===== src/rtl/flash_fetch_pkg.sv =====
// Shared types and constants for the audio flash read scheduler.
package flash_fetch_pkg;
   localparam int ADDR_W         = 23;
   localparam int OFF_W          = 16;
   localparam int BYTES_PER_WORD = 4;
   localparam int BYTE_W         = $clog2(BYTES_PER_WORD);
   localparam logic [BYTE_W-1:0] LAST_BYTE = BYTE_W'(BYTES_PER_WORD - 1);

   typedef enum logic [1:0] {IDLE, REQ, WAIT} fetch_state_e;
endpackage


===== src/rtl/flash_addr_step.sv =====
// One step of a {word, byte} position through the audio region, forward or reverse, with wrap.
module flash_addr_step
   import flash_fetch_pkg::*;
#(
   parameter logic [OFF_W-1:0] MAX_OFFSET = 16'h7FFF
) (
   input  logic [OFF_W-1:0]  i_word,
   input  logic [BYTE_W-1:0] i_byte,
   input  logic              i_reverse,
   output logic [OFF_W-1:0]  o_word,
   output logic [BYTE_W-1:0] o_byte,
   output logic              o_crossed
);
   always_comb begin
      // NOTE: every output gets a default first, so no path can leave one unassigned and infer a latch.
      o_word    = i_word;
      o_byte    = i_byte;
      o_crossed = 1'b0;
      if (i_reverse) begin
         if (i_byte == '0) begin
            o_crossed = 1'b1;
            o_byte    = LAST_BYTE;
            o_word    = (i_word == '0) ? MAX_OFFSET : i_word - OFF_W'(1);
         end else begin
            o_byte = i_byte - BYTE_W'(1);
         end
      end else begin
         if (i_byte == LAST_BYTE) begin
            o_crossed = 1'b1;
            o_byte    = '0;
            o_word    = (i_word == MAX_OFFSET) ? '0 : i_word + OFF_W'(1);
         end else begin
            o_byte = i_byte + BYTE_W'(1);
         end
      end
   end
endmodule


===== src/rtl/flash_read_scheduler.sv =====
// Prefetches 32-bit words from the audio flash into a cur/nxt pair and hands out one byte per sample tick.
module flash_read_scheduler #(
   parameter int                                ADDR_W     = flash_fetch_pkg::ADDR_W,
   parameter logic [ADDR_W-1:0]                 BASE       = '0,
   parameter logic [flash_fetch_pkg::OFF_W-1:0] MAX_OFFSET = 16'h7FFF
) (
   input  logic              fetch_clock,
   input  logic              reset,
   output logic              flash_mem_read,
   output logic [ADDR_W-1:0] flash_mem_address,
   output logic [3:0]        flash_mem_byteenable,
   input  logic              flash_mem_waitrequest,
   input  logic [31:0]       flash_mem_readdata,
   input  logic              flash_mem_readdatavalid,
   input  logic              sample_tick,
   input  logic              play,
   input  logic              reverse,
   input  logic              restart,
   output logic [7:0]        audio_out,
   output logic              audio_valid,
   output logic              underrun,
   output logic              busy
);
   import flash_fetch_pkg::*;

   fetch_state_e      r_state;
   logic              r_read;
   logic [ADDR_W-1:0] r_addr;
   logic              r_flush;
   logic              r_reverse_d;
   logic [OFF_W-1:0]  r_fetch_off;
   logic [OFF_W-1:0]  r_play_off;
   logic [BYTE_W-1:0] r_play_byte;
   logic              r_cur_valid;
   logic              r_nxt_valid;
   logic [31:0]       r_cur_data;
   logic [31:0]       r_nxt_data;
   logic [7:0]        r_audio;
   logic              r_audio_valid;
   logic              r_underrun;

   logic [OFF_W-1:0]  w_pstep_word;
   logic [BYTE_W-1:0] w_pstep_byte;
   logic              w_pstep_cross;
   logic [OFF_W-1:0]  w_fstep_in;
   logic [OFF_W-1:0]  w_fstep_word;
   logic [BYTE_W-1:0] w_fstep_byte;
   logic              w_fstep_cross;

   logic w_rev_edge, w_tick, w_consume, w_cross, w_shift;
   logic w_accept, w_cur_empty_after, w_store_cur, w_store_nxt;
   logic [OFF_W-1:0]  w_start_off;
   logic [BYTE_W-1:0] w_start_byte;
   logic [OFF_W-1:0]  w_toggle_off;
   logic [7:0]        w_cur_byte;
   logic              w_unused;

   assign w_rev_edge   = reverse ^ r_reverse_d;
   assign w_tick       = sample_tick && play && !restart;
   assign w_consume    = w_tick && r_cur_valid;
   assign w_cross      = w_consume && w_pstep_cross;
   // A nxt word fetched for the old direction must not slide into cur on a toggle.
   assign w_shift      = w_cross && r_nxt_valid && !w_rev_edge;
   assign w_accept     = (r_state == WAIT) && flash_mem_readdatavalid && !r_flush && !restart && !w_rev_edge;
   assign w_cur_empty_after = !r_cur_valid || (w_cross && !r_nxt_valid);
   assign w_store_cur  = w_accept && w_cur_empty_after;
   assign w_store_nxt  = w_accept && !w_cur_empty_after;
   assign w_start_off  = reverse ? MAX_OFFSET : '0;
   assign w_start_byte = reverse ? LAST_BYTE : '0;
   assign w_fstep_in   = w_rev_edge ? r_play_off : r_fetch_off;
   assign w_toggle_off = r_cur_valid ? w_fstep_word : r_play_off;
   assign w_cur_byte   = r_cur_data[{r_play_byte, 3'b000} +: 8];
   assign w_unused     = &{1'b0, w_fstep_byte, w_fstep_cross};

   flash_addr_step #(.MAX_OFFSET(MAX_OFFSET)) u_play_step (
      .i_word    (r_play_off),
      .i_byte    (r_play_byte),
      .i_reverse (reverse),
      .o_word    (w_pstep_word),
      .o_byte    (w_pstep_byte),
      .o_crossed (w_pstep_cross)
   );

   // Feeding the edge byte forces a word crossing, so this instance is a pure word step.
   flash_addr_step #(.MAX_OFFSET(MAX_OFFSET)) u_fetch_step (
      .i_word    (w_fstep_in),
      .i_byte    (reverse ? '0 : LAST_BYTE),
      .i_reverse (reverse),
      .o_word    (w_fstep_word),
      .o_byte    (w_fstep_byte),
      .o_crossed (w_fstep_cross)
   );

   always_ff @(posedge fetch_clock or negedge reset) begin
      if (!reset) begin
         r_state     <= IDLE;
         r_read      <= 1'b0;
         r_addr      <= '0;
         r_flush     <= 1'b0;
         r_fetch_off <= '0;
         r_reverse_d <= 1'b0;
      end else begin
         // NOTE: non-blocking assignments throughout, so every branch sees the pre-edge state.
         r_reverse_d <= reverse;
         case (r_state)
            IDLE: begin
               if (play && !restart && !w_rev_edge && (!r_cur_valid || !r_nxt_valid)) begin
                  r_state <= REQ;
                  r_read  <= 1'b1;
                  r_addr  <= BASE + ADDR_W'(r_fetch_off);
               end
            end
            REQ: begin
               if (!flash_mem_waitrequest) begin
                  r_read  <= 1'b0;
                  r_state <= WAIT;
               end
            end
            WAIT: begin
               if (flash_mem_readdatavalid) begin
                  r_state <= IDLE;
                  if (r_flush) begin
                     r_flush <= 1'b0;
                  end else if (!restart && !w_rev_edge) begin
                     r_fetch_off <= w_fstep_word;
                  end
               end
            end
            default: r_state <= IDLE;
         endcase
         if (restart || w_rev_edge) begin
            r_fetch_off <= restart ? w_start_off : w_toggle_off;
            if (r_state == REQ || (r_state == WAIT && !flash_mem_readdatavalid)) begin
               r_flush <= 1'b1;
            end
         end
      end
   end

   always_ff @(posedge fetch_clock or negedge reset) begin
      if (!reset) begin
         r_cur_valid   <= 1'b0;
         r_nxt_valid   <= 1'b0;
         r_play_off    <= '0;
         r_play_byte   <= '0;
         r_audio       <= '0;
         r_audio_valid <= 1'b0;
         r_underrun    <= 1'b0;
      end else begin
         r_audio_valid <= w_consume;
         r_underrun    <= w_tick && !r_cur_valid;
         if (w_consume) begin
            r_audio     <= w_cur_byte;
            r_play_off  <= w_pstep_word;
            r_play_byte <= w_pstep_byte;
         end
         if (restart) begin
            r_cur_valid <= 1'b0;
            r_nxt_valid <= 1'b0;
            r_play_off  <= w_start_off;
            r_play_byte <= w_start_byte;
         end else begin
            if (w_store_cur) begin
               r_cur_valid <= 1'b1;
            end else if (w_cross && !w_shift) begin
               r_cur_valid <= 1'b0;
            end
            if (w_rev_edge) begin
               r_nxt_valid <= 1'b0;
            end else if (w_store_nxt) begin
               r_nxt_valid <= 1'b1;
            end else if (w_cross) begin
               r_nxt_valid <= 1'b0;
            end
         end
      end
   end

   // NOTE: the data words have no reset; their valid flags alone say whether they hold anything.
   always_ff @(posedge fetch_clock) begin
      if (w_store_cur) begin
         r_cur_data <= flash_mem_readdata;
      end else if (w_shift) begin
         r_cur_data <= r_nxt_data;
      end
      if (w_store_nxt) begin
         r_nxt_data <= flash_mem_readdata;
      end
   end

   assign flash_mem_read       = r_read;
   assign flash_mem_address    = r_addr;
   assign flash_mem_byteenable = 4'hF;
   assign audio_out            = r_audio;
   assign audio_valid          = r_audio_valid;
   assign underrun             = r_underrun;
   assign busy                 = (r_state != IDLE);
endmodule


===== config.mk =====
export PLATFORM = sky130hd
export DESIGN_NAME = flash_read_scheduler
export DESIGN_NICKNAME = d
export VERILOG_FILES = /design/src/rtl/flash_fetch_pkg.sv /design/src/rtl/flash_addr_step.sv /design/src/rtl/flash_read_scheduler.sv
export SDC_FILE = /design/constraint.sdc
export NUM_CORES = 1
export LEC_CHECK = 0
export BUFFER_PORTS_ARGS = -buffer_cell sky130_fd_sc_hd__buf_4
export CORE_MARGIN = 2
export CORE_UTILIZATION = 40
export DETAILED_ROUTE_END_ITERATION = 16
export SETUP_SLACK_MARGIN = 0.1
export SLEW_MARGIN = 20
export SYNTH_ARGS = -nofsm -noshare
export SYNTH_HDL_FRONTEND = slang
export SYNTH_SLANG_ARGS = --single-unit

===== constraint.sdc =====
create_clock -name fetch_clock -period 5.15 [get_ports fetch_clock]
set_clock_uncertainty 0.05 [all_clocks]
set_input_delay 1.03 -clock fetch_clock [delete_from_list [all_inputs] [get_ports fetch_clock]]
set_output_delay 1.03 -clock fetch_clock [all_outputs]
set_load 0.005 [all_outputs]

# ---- Word level (Yosys, flattened, before mapping)
# Cells that the tools add are included.
dict set report word_totals {
  output_inout_bits 39
  word_cells 137
  in_bits 40
  reg_bits 131
}
dict set report classes {
  muxes 51
  addsub 6
  n_bitwise 1
  shift 1
  n_eq_ne 11
  reduce_logical 52
}
# cell n
set op_table {}
lappend op_table {{$mux W16} 20}
lappend op_table {{$mux W32} 2}
lappend op_table {{$add A16 B1 Y16 const B} 2}
lappend op_table {{$eq A16 B15 Y1 const B} 2}
lappend op_table {{$logic_not A16 Y1} 2}
lappend op_table {{$shiftx A32 B6 Y8} 1}
lappend op_table {{$sub A16 B1 Y16 const B} 2}
lappend op_table {{$logic_and A1 B1 Y1} 20}
lappend op_table {{$mux W2} 10}
lappend op_table {{$mux W1} 16}
lappend op_table {{$mux W15} 1}
lappend op_table {{$reduce_bool A2 Y1} 7}
lappend op_table {{$reduce_and A3 Y1} 3}
lappend op_table {{$logic_not A1 Y1} 8}
lappend op_table {{$eq A2 B2 Y1 const B} 3}
lappend op_table {{$logic_not A2 Y1} 3}
lappend op_table {{$ne A2 B2 Y1 const B} 3}
lappend op_table {{$pmux W2 S3} 1}
lappend op_table {{$reduce_bool A3 Y1} 2}
lappend op_table {{$logic_or A1 B1 Y1} 4}
lappend op_table {{$reduce_and A4 Y1} 1}
lappend op_table {{$reduce_bool A4 Y1} 1}
lappend op_table {{$ne A3 B1 Y1 const B} 1}
lappend op_table {{$add A2 B1 Y2 const B} 1}
lappend op_table {{6 further kinds} 6}

# ---- Depth between registers and ports, before layout
dict set report logic_depth {
  depth_word 11
  ltp_mapped 15
}

# ---- By module
# Synthesis repeated with hierarchy kept, for this count alone.
dict set report hier_totals {
  cells_unflattened 764
  area_unflattened_um2 7693.6
}
# mod area_per_inst_um2 n_inst cells_each
set modules_own_cells {}
lappend modules_own_cells {flash_read_scheduler 5811.8 1 466}
lappend modules_own_cells {flash_addr_step 940.9 2 149}

# ---- Worst setup path before layout
# Ideal clock, no wire load.
dict set report synth_path {
  kind {input port to flip-flop}
  start {input reverse}
  end {register r_cur_data[0], enable pin}
  arrival_time_ns 4.432
  cell_stages 7
  setup_time_ns 0.466
  slack_ns 0.202
  cell_sequence {buf_6 > xnor2_4 > buf_4 > buf_2 > buf_2 > nand2_1 > o21ai_0}
}
dict set report synth_via {
  elab_chain_cells 6
}
# item line
set synth_lines {}
lappend synth_lines {{start: declaration} flash_read_scheduler.sv:17} ;# input logic reverse,
lappend synth_lines {{$mux W1} flash_addr_step.sv:19} ;# if (i_reverse) begin
lappend synth_lines {{$logic_and A1 B1 Y1} flash_read_scheduler.sv:61} ;# assign w_cross = w_consume && w_pstep_cross;
lappend synth_lines {{$logic_and A1 B1 Y1} flash_read_scheduler.sv:65} ;# assign w_cur_empty_after = !r_cur_valid || (w_cross && !r_nxt_valid);
lappend synth_lines {{$logic_or A1 B1 Y1} flash_read_scheduler.sv:65}
lappend synth_lines {{$logic_and A1 B1 Y1} flash_read_scheduler.sv:66} ;# assign w_store_cur = w_accept && w_cur_empty_after;
lappend synth_lines {{$reduce_bool A2 Y1 (no line) (*)} n/a}
lappend synth_lines {{end signal: assignment} flash_read_scheduler.sv:182} ;# r_cur_data <= flash_mem_readdata;
lappend synth_lines {{end signal: assignment} flash_read_scheduler.sv:184} ;# r_cur_data <= r_nxt_data;
lappend synth_lines {{end: declaration} flash_read_scheduler.sv:36} ;# logic [31:0] r_cur_data;
# Mark *: on every way between the ends. The rest lies on a longest branch, timed or not.
# A chain may end at the register's enable or synchronous reset.

# ---- Worst setup path in the final report
dict set report layout_path {
  start {input reverse}
  end {register r_fetch_off[1]}
}
dict set report layout_via {
  elab_chain_cells 11
}
# item line
set layout_lines {}
lappend layout_lines {{$xor A1 B1 Y1} flash_read_scheduler.sv:58} ;# assign w_rev_edge = reverse ^ r_reverse_d;
lappend layout_lines {{$mux W16} flash_read_scheduler.sv:70} ;# assign w_fstep_in = w_rev_edge ? r_play_off : r_fetch_off;
lappend layout_lines {{$add A16 B1 Y16, or another cell as far along} flash_addr_step.sv:31} ;# o_word = (i_word == MAX_OFFSET) ? '0 : i_word + OFF_W'(1);
lappend layout_lines {{$mux W16 (on tied branches)} {flash_addr_step.sv:31, flash_addr_step.sv:23}}
lappend layout_lines {{$mux W16 (on tied branches)} {flash_addr_step.sv:28, flash_addr_step.sv:20}}
lappend layout_lines {{$mux W16} flash_addr_step.sv:19}
lappend layout_lines {{$mux W16} flash_read_scheduler.sv:124} ;# end else if (!restart && !w_rev_edge) begin
lappend layout_lines {{$mux W16} flash_read_scheduler.sv:122} ;# if (r_flush) begin
lappend layout_lines {{$mux W16} flash_read_scheduler.sv:120} ;# if (flash_mem_readdatavalid) begin
lappend layout_lines {{$mux W16} flash_read_scheduler.sv:105} ;# case (r_state)
lappend layout_lines {{$mux W16} flash_read_scheduler.sv:131} ;# if (restart || w_rev_edge) begin
lappend layout_lines {{end signal: assignment} flash_read_scheduler.sv:125} ;# r_fetch_off <= w_fstep_word;
lappend layout_lines {{end signal: assignment} flash_read_scheduler.sv:132} ;# r_fetch_off <= restart ? w_start_off : w_toggle_off;
lappend layout_lines {{end: declaration} flash_read_scheduler.sv:31} ;# logic [OFF_W-1:0] r_fetch_off;
# Parallel ways exist; a longest one is shown, timed or not. The select of a mux whose other input is x is not followed.

==> results.py <==
metrics = {
    "global_route": {
        "grt_start_max_net_pins": 68,
        "grt_pass1_vias": 6098,
        "antenna_found_initial": 0,
        "grt-ovfl-total": 0,
        "grt_usage": 0.2126,
        "grt_pass1_wl_mm": 33.37,
    },
    "placed_design": {
        "placed_cell_area_sq_um": 8268,
        "placed_cells": 998,
        "portBuffers": 67,
        "gp_congestion": 0.9048,
        "dpl_worst_slack_ns": 0.9688,
        "place_hpwl_mm": 13.96,
    },
    "sta": {
        "postLayoutSetupSlackWorst_ns": 1.358,
        "worst_hold_slack_ns": 0.4395,
        "timing.final.crit_share": 0.7363,
        "slew_headroom": 0.3191,
        "clock.fmax_mhz": 263.7,
        "min_period_ns": 3.792,
        "drv_slew": 0,
        "finalSetupViolations": 0,
        "rsz0062_at_grt": "false",
        "worst_slew_pin_slew_ns": 1.016,
        "hold_viol": 0,
        "fin_tns_setup_ns": 0,
    },
    "routing": {
        "initialDrtViolationCount": 420,
        "wl_per_cell_microns": 20.00,
        "viasPerCell": 5.886,
        "drc_errors": 0,
        "wirelength_mm": 20.60,
        "wl_met3_mm": 1.062,
        "drtPass1Iterations": 5,
        "vias": 6063,
        "antenna_left": 0,
        "wl_met2_mm": 10.21,
        "wl_met1_mm": 8.927,
        "highest_layer": "met4",
    },
    "cts": {
        "post_cts_buffers": 0,
        "cts_tree": "built",
        "cts_buffers": 17,
        "cts_hold_buf": 0,
        "clk_pin_slew_ns": 0.07,
        "cts_buffer_depth": 2,
        "clkLatencyLatePin_ns": 0.43,
        "cts.sinks": 131,
        "root_buffer": "clkbuf_16",
        "post_cts_resized": 0,
        "h-tree-depth": 4,
    },
    "worst_setup_path": {
        "crit_arrival_ns": 4.09,
        "worstSetupEndpointType": "flip-flop",
        "critPathMaxFanout": 52,
        "startpoint_type": "primary input",
        "crit_type": "in -> reg",
        "cp_data_required_time_ns": 5.45,
    },
    "synth": {
        "yosysTopAreaCell": "edfxtp_1",
        "synth_cell_type_count": 77,
        "synth_top_cells_by_count": "79 x nand2_1, 67 x dfrtp_1, 64 x edfxtp_1",
        "netlist.area_leader.share": 0.2504,
        "ys_ff_latch": 131,
        "synth_most_common_cell": "nand2_1",
        "syn_area_per_cell_sq_um": 10.36,
        "ys_top_cells_by_area": "edfxtp_1 25%, dfrtp_1 22%, mux2_2 7.5%",
        "synth_seq_area_share": 0.4689,
        "yosysWarningCount": 0,
        "synthesis.area_sq_um": 7675,
        "synth-edff-count": 64,
        "syn_inst": 741,
        "synthArstFlopShare": 0.5115,
        "synth_ff_type": "dfrtp_1",
    },
    "floorplanning": {
        "die_w_microns": 142.5,
        "dieArea_sq_um": 20310,
        "core.rowCount": 50,
        "die_h_microns": 142.5,
        "io_pins": 79,
        "core_sq_um": 18770,
        "start_util": 0.4089,
    },
    "layout": {
        "syn_to_final_growth_pct": 15.80,
        "nets": 831,
        "fin_area_sq_um": 8887,
        "fin_cells": 1030,
        "postLayoutCoreUtil": 0.4735,
        "n_antenna_cell": 0,
        "drive_gt1_frac": 0.2374,
    },
    "flow_run": {
        "drv_cap": 0,
    },
    "min_path": {
        "hold_class": "reg -> reg",
    },
    "pwr": {
        "peakVddDrop_mv": 0.2464,
        "power_mw": 3.229,
        "leakage_nw": 3.504,
        "p_per_area_nw_per_um2": 363.4,
    },
    "status": {
        "status": "completed",
    },
}
[logic make-up after synthesis]
kind of cell | count (synthesis) | share of synthesized area
simple gates | 244 | 0.1575
compound gates | 163 | 0.1423
flops | 131 | 0.4689
buf+inv | 82 | 0.05135
mux | 77 | 0.1223
xor+xnor | 34 | 0.04369
fa+ha+maj | 8 | 0.01304
other cells | 2 | 0.0009785
[registers in the layout, indices dropped and copies added (netlist names), 2 cells and up]
register / flops
r_play_byte: 2
r_cur_data: 32
r_fetch_off: 16
r_state: 2
r_nxt_data: 32
audio_out: 8
r_play_off: 16
flash_mem_address: 16
[power by group]
| group | internal, mW | leakage [nW] | switching, mW |
|---|---|---|---|
| clock | 0.779 | 0.301 | 0.515 |
| sequential | 1.19 | 1.43 | 0.157 |
| combinational | 0.288 | 1.77 | 0.299 |
[routing by layer]
| metal | track usage | vias up |
|---|---|---|
| met1 | 0.2789 | 3029 |
| met3 | 0.04071 | 34 |
| met2 | 0.3545 | 197 |
| met5 | 0 | - |
| li1 | - | 2803 |
| met4 | 0.07035 | 0 |
[cell usage in the layout (no fill, tap or decap), drive strengths merged, types with 9 or more instances in the layout]
| master | count |
|---|---|
| xor2 | 15 |
| a21oi | 23 |
| mux2i | 18 |
| xnor2 | 19 |
| inv | 27 |
| o211ai | 10 |
| conb | 11 |
| nor3 | 21 |
| nand3 | 37 |
| o21ai | 61 |
| a31oi | 11 |
| nor2 | 50 |
| dfrtp | 67 |
| nand2 | 79 |
| buf | 77 |
| clkbuf | 18 |
| edfxtp | 64 |
| mux2 | 51 |
| nor4 | 9 |
[worst paths after layout]
path | from | to | slack (ns) | depth (start not counted)
hold / removal | audio_out[0] | audio_out[0] | 0.44 | 2
setup reg to reg | r_reverse_d | r_fetch_off[1] | 1.70 | 11
hold reg to reg | audio_out[0] | audio_out[0] | 0.44 | 2
setup / recovery | reverse | r_fetch_off[1] | 1.36 | 12
max in group asynchronous | reset | r_play_off[0] | 3.76 | 1
min in group asynchronous | reset | flash_mem_address[6] | 0.69 | 1
[worst max-delay path, cell delays in order]
cell      delay, ns
buf_4          0.31
xnor2_4        0.54
nor2_1         0.08
a21oi_1        0.34
inv_1          0.08
ha_1           0.22
nand3_1        0.09
mux2i_1        0.11
a21boi_2       0.27
a31oi_1        0.60
a22oi_1        0.19
o211ai_1       0.18
[final cells by class]
class	count	area, sq um
clock inverter	14	190.2
multi-input combinational	537	3727
timing repair buffer	77	578.1
inverter	19	71.32
clock buffer	18	429.2
fill	1731	9881
sequential	131	3598
tap	234	292.8
Note: power is estimated with default switching activity, not from simulation.
